`config.mk`:
```
export PLATFORM = sky130hd
export DESIGN_NAME = n_channel_gate_array
export DESIGN_NICKNAME = d
export VERILOG_FILES = /design/src/rtl/n_channel_gate_array.sv
export SDC_FILE = /design/constraint.sdc
export NUM_CORES = 1
export LEC_CHECK = 0
export CORE_UTILIZATION = 35
export CTS_BUF_LIST = sky130_fd_sc_hd__clkbuf_16
export DETAILED_ROUTE_END_ITERATION = 8
export PLACE_DENSITY = 0.81
export SYNTH_ARGS = -nofsm -noshare
export SYNTH_HDL_FRONTEND = slang
export SYNTH_SLANG_ARGS = --single-unit
```
`constraint.sdc`:
```
create_clock -name clk -period 1.38 [get_ports clk]
set_input_delay 0.276 -clock clk [delete_from_list [all_inputs] [get_ports clk]]
set_output_delay 0.276 -clock clk [all_outputs]
set_load 0.03 [all_outputs]
```
`src/rtl/n_channel_gate_array.sv`:
```
// n_channel_gate_array: CHANNELS independent WIDTH-bit two-operand gates with a
// run-time selectable function (OR/AND/XOR/NOR), followed by a LATENCY-deep
// valid pipeline that freezes completely while hold is high.
// Optional per-channel output activity counters are enabled by defining the
// macro GATE_ACT_CNT_EN; without it act_count is tied to zero and no counter
// or previous-value state exists.
module n_channel_gate_array #(
  parameter int CHANNELS = 4,
  parameter int WIDTH    = 1,
  parameter int LATENCY  = 2,
  parameter int CNT_W    = 16
) (
  input  logic                      clk,
  input  logic                      reset,
  input  logic [CHANNELS*WIDTH-1:0] a,
  input  logic [CHANNELS*WIDTH-1:0] b,
  input  logic [1:0]                op_sel,
  input  logic                      op_load,
  input  logic                      in_valid,
  input  logic                      hold,
  output logic [CHANNELS*WIDTH-1:0] y,
  output logic                      out_valid,
  output logic [1:0]                op_cur,
  output logic [CHANNELS*CNT_W-1:0] act_count
);

  localparam int DW = CHANNELS * WIDTH;

  typedef enum logic [1:0] {
    OP_OR  = 2'b00,
    OP_AND = 2'b01,
    OP_XOR = 2'b10,
    OP_NOR = 2'b11
  } op_e;

  op_e             op_q;
  logic [DW-1:0]   gate_res;
  logic [DW-1:0]   stage_data [LATENCY];
  logic [LATENCY-1:0] stage_valid;

  // Function register: op_load wins over hold, reset wins over everything.
  always_ff @(posedge clk) begin
    // NOTE: state is always updated with <= so every register samples the
    // pre-edge values; a blocking = here would let later logic see the new value.
    if (reset) begin
      op_q <= OP_OR;
    end else if (op_load) begin
      op_q <= op_e'(op_sel);
    end
  end

  // Stage-0 compute: whole-vector bitwise op, so channels and bits never interact.
  always_comb begin
    // NOTE: defaulting the output first keeps this combinational even if a
    // case arm is later removed; otherwise a latch would be inferred.
    gate_res = '0;
    case (op_q)
      OP_OR:  gate_res = a | b;
      OP_AND: gate_res = a & b;
      OP_XOR: gate_res = a ^ b;
      OP_NOR: gate_res = ~(a | b);
      default: gate_res = '0;
    endcase
  end

  // Valid pipeline: shift on every edge without hold, freeze entirely with hold.
  always_ff @(posedge clk) begin
    if (reset) begin
      // NOTE: the data stages are cleared, not just the valid bits, because y
      // must read as zero straight after reset.
      for (int i = 0; i < LATENCY; i++) begin
        stage_data[i] <= '0;
      end
      stage_valid <= '0;
    end else if (!hold) begin
      stage_data[0]  <= gate_res;
      stage_valid[0] <= in_valid;
      for (int i = 1; i < LATENCY; i++) begin
        stage_data[i]  <= stage_data[i-1];
        stage_valid[i] <= stage_valid[i-1];
      end
    end
  end

  assign y         = stage_data[LATENCY-1];
  assign out_valid = stage_valid[LATENCY-1];
  assign op_cur    = op_q;

`ifdef GATE_ACT_CNT_EN
  logic [DW-1:0]    prev_y;
  logic [CNT_W-1:0] cnt_q [CHANNELS];

  // Activity counters: count each consumed valid output whose slice changed.
  always_ff @(posedge clk) begin
    if (reset) begin
      prev_y <= '0;
      for (int k = 0; k < CHANNELS; k++) begin
        cnt_q[k] <= '0;
      end
    end else if (out_valid && !hold) begin
      prev_y <= y;
      for (int k = 0; k < CHANNELS; k++) begin
        if ((y[k*WIDTH +: WIDTH] != prev_y[k*WIDTH +: WIDTH]) &&
            (cnt_q[k] != {CNT_W{1'b1}})) begin
          cnt_q[k] <= cnt_q[k] + CNT_W'(1);
        end
      end
    end
  end

  // Pack the per-channel counters onto the output bus.
  always_comb begin
    act_count = '0;
    for (int k = 0; k < CHANNELS; k++) begin
      act_count[k*CNT_W +: CNT_W] = cnt_q[k];
    end
  end
`else
  assign act_count = '0;
`endif

endmodule

```
## After elaboration in Yosys (flattened, before gate mapping)

Memories as Yosys holds them, arrays and structs flattened.
Index checks and enable logic that the tools add are counted.

- Equal/unequal tests: 3
- Mux-type cells: 8
- Bitwise logic cells: 6
- Reduce and logical (&&, ||, !) cells: 1

Operators by type and width:

| kind | count |
|---|---|
| case mux 4 bit (4 select lines) | 1 |
| two-way mux 4 bit | 2 |
| two-way mux 1 bit | 5 |
| AND 4 bit | 1 |
| equality test 2 bit (second input constant) | 2 |
| inverter 4 bit | 1 |
| OR 4 bit | 1 |
| XOR 4 bit | 1 |
| equality test 2 x 1 -> 1 bit (second input constant) | 1 |
| logical NOT 2 bit | 1 |
| OR 1 bit | 2 |

- Bits in registers: 4
- Bits in writable memories: 8
- Input port bits: 15
- Output and inout port bits: 71
- Word-level logic and storage cells: 21
- Memories: 1

Memory list:

| name | words | width | read ports | clocked after memory_dff | wr ports | line | RTL |
|---|---|---|---|---|---|---|---|
| stage_data | 2 | 4 | 2 | 0 | 2 | 38 | `logic [DW-1:0] stage_data [LATENCY];` |

## Depth between registers and ports, before layout

Gate-level depths: netlist of the first run.

- Depth in word-level cells: 4
- Depth in mapped cells: 5
- Gate-level depth less buffers: 5

## Worst setup path after synthesis of the first run

OpenSTA, ideal clock, no wires.

- Path type: reg2reg
- Start: reg op_q[0], in the netlist op_cur[0]
- End: mem stage_data[0][3] (netlist name), data pin
- Library setup time: 0.262 ns
- Arrival time: 1.054 ns
- Required time: 1.118 ns
- Slack: 0.064 ns
- Stages on the path, launching flop included: 4
- Path buffers: 1
- Clock period less this slack: 1.316 ns
- Path through: dfxtp_1 > buf_2 > mux2i_1 > o22ai_1

RTL lines:

| what | line | RTL |
|---|---|---|
| start, declared | 36 | `op_e op_q;` |
| start signal, assigned | 48 | `op_q <= op_e'(op_sel);` |
| end, declared | 38 |  |

==> metrics.yaml, run 1 <==
place:
  port_buffers: 21
  place.gp.congestion: 0.6936
  pre_cts_slack_ps: -207.7
  dpl.hpwl_um: 1223
finish:
  regArea_um2: 320.3
  n_fill_cell: 321
  drive_gt1_frac: 0.07692
  diodes: 0
  layout.nets: 180
  multi_input_area_um2: 550.5
  areaGrowthSynthToFinish_pct: 9.664
sta:
  worst_slack_ps: 63.81
  hold_slack_ps: 498.8
  slew_viol_final: 0
  maxClockFrequency_mhz: 759.8
  setup_tns_ps: 0
  fin_crit_sh: 0.9538
  finClkSkew_ps: 1.453
  rsz0062_at_grt: "no"
  setup_violations: 0
  hold_viol: 0
  fin_crit_ps: 1316
global_routing:
  grtUsageMet3: 0.01919
  gr-total-overflow: 0
  use_met1: 0.08026
  grt_pass1_vias: 518
  use_met2: 0.1476
  grt_usage: 0.07868
  antenna_found_initial: 0
  grt_busiest_layer: "met2"
  grt_pass1_wl_um: 2090
  grt_max_degree: 12
worst_setup_path:
  critPathSlowestCell: "clkdlybuf4s50_1"
  crit_path_start_kind: "input port"
  cp_num_buf_inv: 2
  r2r_cells: 3
  path_cells: "clkdlybuf4s50_1 -> inv_1 -> ha_1 -> mux2i_1 -> o22ai_1"
  cp.depth: 5
  end_kind: "register"
  critPathMaxStageDelay_ps: 480
  crit_arrival_ps: 1290
  crit_family: "buffers and inverters"
  path_class: "input port to register"
  worstPathMaxFanout: 2
  worstPathRequired_ps: 1360
die:
  fp.coreArea_mm2: 0.003128
  die-height_um: 60.34
  row_count: 20
  start_util: 0.3808
  chipWidth_um: 60.34
  ios: 86
  die_area_mm2: 0.003640
power:
  peakVddDrop_v: 0.0003784
  pwr-share-clk: 0.383
  power_leakage_nw: 0.7285
  p_int_uw: 889.0
  p_total_mw: 1.348
  seq_power_share: 0.310
  power_density_mw_per_mm2: 1032
  p_comb_frac: 0.307
  p_sw_uw: 458.7
  p_sw_frac: 0.3403
cts:
  insertion_delay_ps: 230
  cts_buffer_depth: 2
  clock-sinks: 12
  numCtsBuffers: 3
  cts_max_level: 1
  cts_root_buffer: "clkbuf_16"
  clkTransAtPathRegs_ps: 40
  holdBufCountCts: 0
  postCtsSetupRepairBufs: 0
  cts_tree: "yes"
drt:
  wire_per_inst_um: 7.080
  drc: 0
  wirelength_um: 1416
  dr.pass1.iters: 2
  drt_iter0_markers: 4
  viasPerCell: 3.320
  vias: 664
  ant_nets: 0
worst_hold_path:
  min_path_type: "register to register"
  holdPathStages: 2
logic_synthesis:
  syn_area_per_cell_um2: 9.163
  yosys.cell_types.count: 15
  syn_area_mm2: 0.001191
  postSynthCellCount: 130
  synth-seq-cells: 12
  ys_warn_count: 0
  yosysSeqAreaShare: 0.2689
run_status:
  status: "complete, no violations"
run:
  maxCapViolations: 0
[stage by stage]
| stage | cell area (µm²) | utilization | instances |
|---|---|---|---|
| after floorplan | 1428 | - | 193 |
| after global placement | 1227 | 0.3924 | 196 |
| after detailed placement | 1227 | 0.3924 | 196 |
| after CTS | 1299 | 0.4152 | 200 |
| after global routing | 1306 | 0.4176 | 200 |
| final | 1306 | 0.4176 | 200 |
[cells in the final DEF, fill, tap and decap left out, types with 6 or more instances in the layout]
| cell | instances |
|---|---|
| inv_1 | 11 |
| nor2_1 | 6 |
| dlygate4sd2_1 | 6 |
| ha_1 | 8 |
| conb_1 | 64 |
| clkdlybuf4s50_1 | 11 |
| mux2i_1 | 11 |
| edfxtp_1 | 8 |
| buf_4 | 8 |
[cell usage after synthesis]
cell type,count,share of area
buf_4,68,0.43
inv_1,11,0.035
mux2i_1,11,0.092
edfxtp_1,8,0.20
ha_1,8,0.084
nor2_1,6,0.019
and2_1,4,0.021
dfxtp_1,4,0.067
o22ai_1,4,0.021
a21oi_1,1,0.0042
buf_2,1,0.0042
conb_1,1,0.0031
nand2_1,1,0.0031
or2b_1,1,0.0063
or3_4,1,0.0095
[routing by layer]
metal | vias to the layer above | wire, µm
met3 | 0 | 116
met4 | 0 | 0
met2 | 41 | 818
met1 | 292 | 481
met5 | - | 0
li1 | 331 | -
[registers in the layout (all words and copies together), names as in the netlist]
signal and cells:
stage_data 8, op_cur 2, stage_valid 2
[kinds of logic (layout without fill, tap and decap cells)]
kind of cell | count (synthesis) | after routing | synth area share
buffers and inverters | 80 | 43 | 0.4674
multiplexers | 11 | 11 | 0.09244
flip-flops | 12 | 12 | 0.2689
AND/OR/NAND/NOR | 13 | 13 | 0.05882
adder cells (fa/ha/maj) | 8 | 8 | 0.08404
AO/OA/AOI/OAI | 5 | 5 | 0.02520
other | 1 | 64 | 0.003148
[worst register-to-register path, stage by stage, from the launching register on]
cell	delay (ps)
dfxtp_1	300
buf_4	130
or3_4	390
o22ai_1	180
[worst paths after layout]
check                               startpoint          endpoint  slack, ps
worst max-delay path                      a[0]  stage_data[0][0]         60
worst min register to register  stage_valid[1]    stage_valid[1]        500
worst min-delay path            stage_valid[1]    stage_valid[1]        500
worst max register to register       op_cur[1]  stage_data[0][2]        220
[cell type report]
class / instances / share of cell area
multi-input combinational: 101 / 0.4215
sequential: 12 / 0.2452
timing repair buffer: 28 / 0.1992
clock buffer: 3 / 0.05747
tap: 44 / 0.04215
inverter: 11 / 0.03161
clock inverter: 1 / 0.002874
[what timing repair did]
item / in CTS / in global routing
gates resized for setup: 6 / 3
setup endpoints to repair: 6 / 3
pin swaps: 0 / 2
[power groups by stage]
stage                     combinational, mW  sequential (mW)  clock [mW]
after detailed placement              0.421            0.425           0
after global routing                  0.448            0.421       0.543
after floorplan                       0.463            0.433           0
final                                 0.413            0.418       0.516
after CTS                             0.414            0.419       0.522
after global placement                0.414            0.425           0
No activity file was read; power rests on OpenSTA's default activity.
==> run 2, diff against run 1 <==
--- a/config.mk
+++ b/config.mk
@@ -5,6 +5,8 @@
 export SDC_FILE = /design/constraint.sdc
 export NUM_CORES = 1
 export LEC_CHECK = 0
+export CAP_MARGIN = 20
+export CORE_MARGIN = 2
 export CORE_UTILIZATION = 35
 export CTS_BUF_LIST = sky130_fd_sc_hd__clkbuf_16
 export DETAILED_ROUTE_END_ITERATION = 8
==> run 2 against run 1 <==
Effect of this change: sequential power hardly changed; flip-flop and latch count stayed put; hold slack got worse by 2.6 ps; global-route usage down 1.5 points; total power hardly changed; utilization shrank 2.7 points; via count is 0.75% lower; fmax is 0.34% lower; first-iteration DRC count is 25% higher; final cell count unchanged; wire length is 4.8% lower; critical path type unchanged; largest cell class unchanged.
==> metrics.yaml, run 2 (synthesized netlist as in run 1, its figures left out) <==
place:
  dpl.hpwl_um: 1167
  dpl-instance-area_mm2: 0.001212
  port_buffers: 21
  pre_cts_slack_ps: -212.9
  place.gp.congestion: 0.7292
sta:
  hold_slack_ps: 496.2
  maxClockFrequency_mhz: 757.2
  fin_crit_ps: 1321
  slew_viol_final: 0
  setup_violations: 0
  fin_crit_sh: 0.9571
  hold_viol: 0
  finClkSkew_ps: 1.115
  setup_tns_ps: 0
  worst_slack_ps: 59.27
finish:
  finalInstanceArea_mm2: 0.001292
  regMostFlops: "stage_data"
  final_cell_mix: "64 x conb_1, 11 x inv_1, 11 x mux2i_1, 11 x clkdlybuf4s50_1"
  final_common_cell: "conb_1"
  drive_gt1_frac: 0.07143
  areaGrowthSynthToFinish_pct: 8.508
  diodes: 0
  largest_register_ffs: 8
  layout.nets: 178
drt:
  ant_nets: 0
  drc: 0
  dr.pass1.iters: 3
  viasPerCell: 3.295
  wire_per_inst_um: 6.740
  wirelength_um: 1348
  vias: 659
  drt_iter0_markers: 5
power:
  p_total_mw: 1.347
  p_sw_frac: 0.3425
  p_comb_frac: 0.302
  seq_power_share: 0.310
  p_sw_uw: 461.3
  power_density_mw_per_mm2: 1042
  power_leakage_nw: 0.7160
  p_int_uw: 885.7
  pwr-share-clk: 0.387
  peakVddDrop_v: 0.0004682
cts:
  clock-sinks: 12
  cts_tree: "yes"
  holdBufCountCts: 0
  clkTransAtPathRegs_ps: 40
  insertion_delay_ps: 240
  cts_max_level: 1
  cts_root_buffer: "clkbuf_16"
  postCtsSetupRepairBufs: 0
  cts_buffer_depth: 2
  numCtsBuffers: 3
global_routing:
  grt_pass1_wl_um: 1938
  grt_max_degree: 12
  gr-total-overflow: 0
  grt_usage: 0.06365
  antenna_found_initial: 0
  grt_pass1_vias: 486
worst_setup_path:
  endpoint: "stage_data[0][2]"
  crit_arrival_ps: 1300
  rr_endpoint: "stage_data[0][3]"
  crit_path_start_kind: "input port"
  end_kind: "register"
  crit_start: "a[2]"
  path_class: "input port to register"
  worstReg2RegStart: "op_cur[0]"
  worstPathMaxFanout: 2
  worstPathRequired_ps: 1360
  r2r_cells: 3
  r2r_setup_slack_ps: 330
die:
  start_util: 0.3598
  fp.coreArea_mm2: 0.003311
  chipWidth_um: 62.34
  row_count: 21
  die_area_mm2: 0.003886
  ios: 86
  die-height_um: 62.34
worst_hold_path:
  min_path_type: "register to register"
  holdPathStages: 2
run_status:
  status: "complete, no violations"
run:
  maxCapViolations: 0
run 2: worst max-delay path, stage by stage:
cell and delay [ps]:
clkdlybuf4s50_1 480, inv_1 50, ha_1 280, mux2i_1 130, o22ai_1 100
run 2: cell type report:
type	count	area, µm²
Multi-Input combinational cell	101	550.5
Timing Repair Buffer	26	244.0
Clock inverter	1	3.754
Sequential cell	12	320.3
Clock buffer	3	75.07
Tap cell	46	57.56
Inverter	11	41.29
Fill cell	338	2018
run 2: worst min path at each step:
stage	start	to	slack [ps]
after global routing	stage_valid[0]	stage_valid[1]	530
after CTS	stage_valid[0]	stage_valid[1]	500
after floorplan	reset	op_cur[0]	350
final	stage_valid[0]	stage_valid[1]	500
after global placement	stage_valid[0]	stage_valid[1]	470
after detailed placement	stage_valid[0]	stage_valid[1]	490
run 2: metal layers:
| metal | wire length [µm] | share of wire | track usage | vias up |
|---|---|---|---|---|
| li1 | - | - | - | 330 |
| met1 | 449 | 0.33 | 0.05856 | 275 |
| met2 | 664 | 0.49 | 0.1101 | 49 |
| met3 | 201 | 0.15 | 0.03261 | 5 |
| met4 | 32 | 0.024 | 0.04167 | 0 |
| met5 | 0 | 0 | 0 | - |
run 2: metrics by stage:
| step | util | cells |
|---|---|---|
| final | 0.3904 | 200 |
| after global routing | 0.3904 | 200 |
| after CTS | 0.3881 | 200 |
| after detailed placement | 0.3662 | 196 |
| after global placement | 0.3662 | 196 |
| after floorplan | - | 193 |
run 2: repair_timing:
action	in CTS	in global routing
resized for setup	5	3
pin swaps	0	2
setup endpoints to repair	5	3
run 2: power by group through the flow:
stage	Clock, mW	Sequential, mW	Combinational (mW)
3_3_place_gp	0	0.426	0.408
6_report	0.522	0.418	0.407
5_1_grt	0.541	0.422	0.433
4_1_cts	0.527	0.419	0.408
3_5_place_dp	0	0.425	0.414
2_1_floorplan	0	0.433	0.463
==> run 3, diff against run 2 <==
--- a/config.mk
+++ b/config.mk
@@ -7,10 +7,10 @@
 export LEC_CHECK = 0
 export CAP_MARGIN = 20
 export CORE_MARGIN = 2
-export CORE_UTILIZATION = 35
-export CTS_BUF_LIST = sky130_fd_sc_hd__clkbuf_16
+export CORE_UTILIZATION = 36
+export CTS_BUF_LIST = sky130_fd_sc_hd__clkbuf_8
 export DETAILED_ROUTE_END_ITERATION = 8
-export PLACE_DENSITY = 0.81
+export PLACE_DENSITY = 0.83
 export SYNTH_ARGS = -nofsm -noshare
 export SYNTH_HDL_FRONTEND = slang
 export SYNTH_SLANG_ARGS = --single-unit
==> constraint.sdc (replaced) <==
create_clock -name clk -period 1.38 [get_ports clk]
set_input_delay 0.207 -clock clk [delete_from_list [all_inputs] [get_ports clk]]
set_output_delay 0.207 -clock clk [all_outputs]
set_load 0.03 [all_outputs]
==> run 3 against run 2 <==
Effect of this change: flip-flop and latch count stayed put; global-route usage is 0.61 points higher; setup slack better by 77 ps; clock power is 40% lower; total power is 15% lower; critical endpoint unchanged; critical path type unchanged.
==> metrics.yaml, run 3 (synthesized netlist as in run 1, its figures left out) <==
cts:
  clkTransAtPathRegs_ps: 50
  holdBufCountCts: 0
  cts_tree: "yes"
  insertion_delay_ps: 230
  cts_max_level: 1
  clock-sinks: 12
  numCtsBuffers: 3
  post_cts_resized: 6
  cts_buffer_depth: 2
  postCtsSetupRepairBufs: 0
  cts_root_buffer: "clkbuf_8"
finish:
  layout.nets: 180
  regMostFlops: "stage_data"
  areaGrowthSynthToFinish_pct: 6.197
  final_common_cell: "conb_1"
  diodes: 0
  multi_input_area_um2: 550.5
  finalInstanceArea_mm2: 0.001265
  layout.cells.non_filler: 200
  regArea_um2: 320.3
  final_cell_mix: "64 x conb_1, 14 x clkdlybuf4s50_1, 12 x inv_1"
  largest_register_ffs: 8
  drive_gt1_frac: 0.07692
  n_fill_cell: 334
die:
  chipWidth_um: 61.52
  die-height_um: 61.52
  row_count: 20
  start_util: 0.3839
  die_area_mm2: 0.003785
  ios: 86
  fp.coreArea_mm2: 0.003103
global_routing:
  grt_usage: 0.06974
  grt_max_degree: 12
  grt_pass1_vias: 493
  antenna_found_initial: 0
  grt_pass1_wl_um: 1980
  gr-total-overflow: 0
power:
  power_density_mw_per_mm2: 904.6
  p_sw_uw: 440.2
  p_sw_frac: 0.3847
  peakVddDrop_v: 0.0005549
  power_leakage_nw: 0.6890
  p_comb_frac: 0.362
  seq_power_share: 0.364
  pwr-share-clk: 0.274
  p_int_uw: 704.1
sta:
  hold_viol: 0
  setup_violations: 0
  finClkSkew_ps: 5.374
  hold_slack_ps: 492.7
  slew_viol_final: 0
  fin_crit_sh: 0.9015
  maxClockFrequency_mhz: 803.8
  rsz0062_at_grt: "no"
  setup_tns_ps: 0
  fin_crit_ps: 1244
  worst_slack_ps: 136.0
place:
  dpl.hpwl_um: 1245
  place_inst: 196
  place.gp.congestion: 0.6994
  dpl-instance-area_mm2: 0.001227
  port_buffers: 21
  pre_cts_slack_ps: -122.5
drt:
  ant_nets: 0
  wirelength_um: 1381
  wire_per_inst_um: 6.905
  drc: 0
  viasPerCell: 3.280
  vias: 656
  dr.pass1.iters: 4
  drt_iter0_markers: 3
worst_setup_path:
  worstReg2RegStart: "op_cur[1]"
  crit_path_start_kind: "input port"
  rr_endpoint: "stage_data[0][1]"
  worstPathRequired_ps: 1360
  crit_start: "a[2]"
  endpoint: "stage_data[0][2]"
  crit_arrival_ps: 1230
  r2r_cells: 3
  end_kind: "register"
  path_class: "input port to register"
  worstPathMaxFanout: 2
  r2r_setup_slack_ps: 230
run_status:
  status: "complete, no violations"
worst_hold_path:
  min_path_type: "register to register"
run:
  maxCapViolations: 0
-- run 3: cell types whose count changed in the layout (fill, tap and decap cells not counted), sizes merged --
cell and change:
clkdlybuf4s50 +3, inv +1, clkinv -1, dlymetal6s2s -3, buf +1, dlygate4sd2 +1
-- run 3: power groups by stage --
stage               registers (mW)  clock network, mW  logic [mW]
finish                       0.416              0.314       0.414
global route                 0.419              0.335       0.452
CTS                          0.417              0.317       0.413
detailed placement           0.425                  0       0.419
global placement             0.425                  0       0.414
floorplan                    0.433                  0       0.463
-- run 3: critical path, cell delays in order --
cell and delay, ps:
clkdlybuf4s50_1 480, inv_1 40, ha_1 280, mux2i_1 130, o22ai_1 90
-- run 3: cell type report --
cell class	count	share of cell area
multi-input cells	101	0.4352
flip-flops and latches	12	0.2532
repair buffers	28	0.1998
well taps	44	0.04352
clock buffers	3	0.03264
inverters	11	0.03264
clock inverters	1	0.002967
-- run 3: worst min path at each step --
stage | startpoint | to | cells after the start
after floorplan | reset | op_cur[0] | 1
after global placement | stage_valid[0] | stage_valid[1] | 2
after detailed placement | stage_valid[0] | stage_valid[1] | 2
after CTS | stage_valid[1] | stage_valid[1] | 2
after global routing | stage_data[0][3] | stage_data[0][7] | 1
final | stage_valid[0] | stage_valid[0] | 2
-- run 3: per-stage QoR --
step / util / power, mW
floorplan: - / 0.8961
global placement: 0.3956 / 0.8383
detailed placement: 0.3956 / 0.8442
CTS: 0.4077 / 1.147
global route: 0.4077 / 1.206
finish: 0.4077 / 1.144
-- run 3: routing by layer --
layer / wire (µm) / vias up / track usage / part of all wire
met3: 152 / 0 / 0.02941 / 0.11
met2: 767 / 37 / 0.1263 / 0.56
met1: 461 / 287 / 0.07407 / 0.33
met5: 0 / - / 0 / 0
met4: 0 / 0 / 0.01824 / 0
li1: - / 332 / - / -
